## src/rtl/dup_rle.sv

```systemverilog
// dup_rle: run-length encoder stage for generator-style value streams.
// Consumes a valid/ready stream of signed values and emits (value, run-length)
// pairs through a single-entry output register with valid/ready handshake.
//
// Ports:
//   _clock    rising-edge clock
//   _reset    asynchronous active-low reset
//   _start    one-cycle pulse: abort any activity and begin a new stream
//   _ready    downstream accepts the current output pair
//   in_valid  upstream value valid
//   in_done   upstream stream finished
//   in_0      upstream signed value
//   in_ready  this stage accepts an upstream value
//   _valid    output pair valid
//   _done     stream fully encoded and drained
//   _0        run value (signed)
//   _1        run length, 1 .. 2^CW-1
module dup_rle #(
  parameter int WIDTH = 32,
  parameter int CW    = 8
) (
  input  logic                    _clock,
  input  logic                    _reset,
  input  logic                    _start,
  input  logic                    _ready,
  input  logic                    in_valid,
  input  logic                    in_done,
  input  logic signed [WIDTH-1:0] in_0,
  output logic                    in_ready,
  output logic                    _valid,
  output logic                    _done,
  output logic signed [WIDTH-1:0] _0,
  output logic        [CW-1:0]    _1
);

  typedef enum logic [1:0] {
    IDLE,
    RUN,
    FLUSH,
    DONE
  } state_t;

  state_t                  state,     state_nx;
  logic                    run_open,  run_open_nx;
  logic signed [WIDTH-1:0] run_val,   run_val_nx;
  logic        [CW-1:0]    run_cnt,   run_cnt_nx;
  logic                    out_valid, out_valid_nx;
  logic signed [WIDTH-1:0] out_val,   out_val_nx;
  logic        [CW-1:0]    out_cnt,   out_cnt_nx;

  logic out_free;
  logic consume;
  logic accept;
  logic cnt_max;
  logic same_val;

  // Output register can take a new pair if empty or being drained this cycle.
  assign out_free = !out_valid || _ready;
  assign consume  = out_valid && _ready;
  assign in_ready = (state == RUN) && out_free;
  assign accept   = in_valid && in_ready;
  assign cnt_max  = (run_cnt == '1);
  assign same_val = (in_0 == run_val);

  assign _valid = out_valid;
  assign _done  = (state == DONE);
  assign _0     = out_val;
  assign _1     = out_cnt;

  always_comb begin
    state_nx     = state;
    run_open_nx  = run_open;
    run_val_nx   = run_val;
    run_cnt_nx   = run_cnt;
    out_valid_nx = out_valid;
    out_val_nx   = out_val;
    out_cnt_nx   = out_cnt;

    // A consumed pair clears the register; a load in the same cycle overrides
    // this below, giving back-to-back pairs without a bubble.
    if (consume) begin
      out_valid_nx = 1'b0;
    end

    if (_start) begin
      state_nx     = RUN;
      run_open_nx  = 1'b0;
      run_cnt_nx   = '0;
      out_valid_nx = 1'b0;
    end else begin
      unique case (state)
        IDLE: begin
        end

        RUN: begin
          if (accept) begin
            // Run ends on a different value or on a saturated counter.
            if (run_open && (!same_val || cnt_max)) begin
              out_valid_nx = 1'b1;
              out_val_nx   = run_val;
              out_cnt_nx   = run_cnt;
            end
            if (run_open && same_val && !cnt_max) begin
              run_cnt_nx = run_cnt + 1'b1;
            end else begin
              run_open_nx = 1'b1;
              run_val_nx  = in_0;
              run_cnt_nx  = CW'(1);
            end
          end
          if (in_done) begin
            state_nx = FLUSH;
          end
        end

        FLUSH: begin
          if (run_open) begin
            if (out_free) begin
              out_valid_nx = 1'b1;
              out_val_nx   = run_val;
              out_cnt_nx   = run_cnt;
              run_open_nx  = 1'b0;
              run_cnt_nx   = '0;
            end
          end else if (out_free) begin
            state_nx = DONE;
          end
        end

        DONE: begin
        end

        default: begin
          state_nx = IDLE;
        end
      endcase
    end
  end

  always_ff @(posedge _clock or negedge _reset) begin
    if (!_reset) begin
      state     <= IDLE;
      run_open  <= 1'b0;
      run_val   <= '0;
      run_cnt   <= '0;
      out_valid <= 1'b0;
      out_val   <= '0;
      out_cnt   <= '0;
    end else begin
      state     <= state_nx;
      run_open  <= run_open_nx;
      run_val   <= run_val_nx;
      run_cnt   <= run_cnt_nx;
      out_valid <= out_valid_nx;
      out_val   <= out_val_nx;
      out_cnt   <= out_cnt_nx;
    end
  end

endmodule

```

## config.mk

```make
export PLATFORM = sky130hd
export DESIGN_NAME = dup_rle
export DESIGN_NICKNAME = d
export VERILOG_FILES = /design/src/rtl/dup_rle.sv
export SDC_FILE = /design/constraint.sdc
export NUM_CORES = 1
export LEC_CHECK = 0
export CORE_MARGIN = 1.5
export CORE_UTILIZATION = 42
export CTS_BUF_LIST = sky130_fd_sc_hd__clkbuf_8
export DETAILED_ROUTE_END_ITERATION = 16
export PLACE_DENSITY = 0.63
export SYNTH_ARGS = -nofsm -noshare
export SYNTH_HDL_FRONTEND = slang
export SYNTH_SLANG_ARGS = --single-unit
```

## constraint.sdc

```tcl
create_clock -name _clock -period 3.4 [get_ports _clock]
set_clock_uncertainty 0.05 [all_clocks]
set_input_delay 0.68 -clock _clock [delete_from_list [all_inputs] [get_ports _clock]]
set_output_delay 0.68 -clock _clock [all_outputs]
set_load 0.01 [all_outputs]
```

==> results.toml <==
[synth]
synth_warnings = 0
synthDistinctLibCells = 32
ys_seq_area_share_pct = 49.9
async_flop_share_pct = 100
syn_inst = 286
synth_top_area_share_pct = 49.9
synth-seq-cells = 84
synth_area_um2 = 4220
synth_ff_type = "dfrtp_1"
synth_edf_count = 0
synth_fa_ha_area_share_pct = 1.19
syn_avg_cell_area_um2 = 14.7
synth_top_family_by_area = "multiplexers"
yosys.area_share.simple_pct = 7.01
synth_fp_nets = 328
ys_top_cells_by_area = "dfrtp_1, mux2_4, xnor2_1"
synth-xor-area-share_pct = 6.65
synthMuxAreaShare_pct = 25.7
synth_compound_area_share_pct = 5.34
synth_top_area_cell = "dfrtp_1"

[detailed_routing]
via_count = 2515
drt_pre_antenna_iters = 4
ant_nets = 0
wl_per_cell_um = 15.6
drt_iter0_drc = 40
avgViaCountPerCell = 4.92
drt-total-wl_mm = 7.99
drc = 0

[critical_path]
cp_data_required_time_ns = 2.67
reg2reg_slack_ns = 0.61
crit_fanout = 8
r2r-end = "run_val[31]"
rr_startpoint = "run_cnt[0]"
rr_worst_depth = 8
crit_arrival_ns = 2.09
cp-start-kind = "input port"
cp-startpoint = "_ready"
path_class = "in -> out"
end_kind = "primary output"

[sta]
drv_slew = 0
setup_ws_ns = 0.580
finalHoldViolations = 0
clock.fmax_mhz = 355
finalCritPeriodShare_pct = 82.9
relSlewSlack_pct = 30.5
rsz0062_at_grt = "false"
finalSetupTns_ns = 0
tightest_slew_ns = 1.04
setup_viol = 0
min_period_ns = 2.82

[layout]
area_delta_synth_final_pct = 25.8
ff_latch_area_um2 = 2100
layout_commonest_cell = "dfrtp_1"
fill_cells = 866
layout.cells.non_filler = 511
post-route-util_pct = 54.2
final_cell_mix = "dfrtp_1, clkdlybuf4s50_1, mux2_4"
antenna_cells = 0
multi_input_area_um2 = 1940
nNetsFinal = 415
drive_gt1_share_pct = 27.5

[global_route]
grt_usage_pct = 16.1
grt_pass1_wl_mm = 13.0
grt_max_degree = 85
antenna_found_initial = 0
grt_pass1_vias = 2625
gr-total-overflow = 0

[die]
die_area_um2 = 10600
start_util_pct = 43.1
num_rows = 36
die_height_um = 103
die_w_um = 103
core_um2 = 9770
num_io_pins = 81

[placed_design]
dp_hpwl_mm = 5.60
portBuffers = 80
place_congestion = 0.766
post-place-ws_ns = 0.205
placed_cells = 495

[power_and_ir_drop]
total_leakage_power_nw = 2.49
peakVddDrop_uv = 290
total_power_mw = 3.59
powerDensity_nw_per_um2 = 677

[clocking]
postCtsHoldBufs = 0
tritoncts = "yes"
clockBufferDepth = 2
post_cts_buffers = 0
cts_root_buffer = "clkbuf_8"
post_cts_resized = 0
cts.reportedPaths.clkPinSlew_ns = 0.09
cts.sinks = 84
clk_latency_ns = 0.36
numCtsBuffers = 9
htreeDepth = 3

[job]
cap_viol_max_count = 0

[worst_hold_path]
min_path_type = "in -> async"

[outcome]
status = "completed"
## layout make-up
class / count / area share, %
well taps: 133 / 3.14
flip-flops and latches: 84 / 39.6
repair buffers: 87 / 17.0
inverters: 4 / 0.283
clock buffers: 9 / 2.34
multi-input cells: 187 / 36.5
clock inverters: 7 / 1.11
## kinds of logic (layout without fill, tap and decap cells)
kind of cell             after synthesis  in the layout
buffers and inverters                 15            107
AND/OR/NAND/NOR                       50             50
AO/OA/AOI/OAI                         28             28
multiplexers                          73             73
adder cells (fa/ha/maj)                4              4
XOR/XNOR                              32             32
flip-flops                            84             84
## metal layers
layer / vias to the layer above / global-route usage [%] / part of all wire [%]
met1: 1250 / 21.5 / 47
met2: 67 / 26.3 / 47
met5: - / 0 / 0
met3: 5 / 4.57 / 4.8
li1: 1193 / - / -
met4: 0 / 3.43 / 0.74
## cells in the mapped netlist (2+ instances only)
cell      count
o21ai_0       3
a31oi_1       2
nand4_1      14
a31o_4        2
xnor2_1      32
nor2b_1       2
o21bai_1      4
nor2_1        8
mux2_2        3
nand3_1       2
inv_1         4
nand2_1       8
a21oi_1       6
a22o_1        7
nand2b_1      4
mux2_4       70
buf_12        7
and3_1        2
ha_1          4
a41o_1        2
clkbuf_1      3
and2b_1       2
and2_1        2
nor3b_1       2
dfrtp_1      84
## metrics by stage
stage	area, µm²	hold slack (ns)
floorplan	4220	0.334
global placement	5120	0.446
detailed placement	5120	0.445
CTS	5300	0.472
global route	5300	0.480
finish	5300	0.466
## flip-flops by register name (all words and copies together) (netlist names)
| signal | cells |
|---|---|
| _0 | 32 |
| run_val | 32 |
| _1 | 8 |
| run_cnt | 8 |
| state | 2 |
| _valid | 1 |
| run_open | 1 |
## report_power, final
| part | switching, mW | internal, mW |
|---|---|---|
| Combinational | 0.408 | 0.926 |
| Sequential | 0.260 | 1.32 |
| Clock | 0.394 | 0.278 |
## critical path: stages
cell and delay [ns]:
clkdlybuf4s50_1 0.44, nand2b_1 0.26, and2_1 0.18, clkdlybuf4s50_1 0.53
## worst max-delay path by stage
stage | end | slack, ns | depth (start not counted)
detailed placement | run_val[14] | 0.21 | 8
CTS | in_ready | 0.58 | 4
finish | in_ready | 0.58 | 4
global placement | run_cnt[3] | 0.25 | 8
floorplan | _0[0] | 0.97 | 9
global route | run_cnt[5] | 0.48 | 8
(Power assumes the default switching activity.)
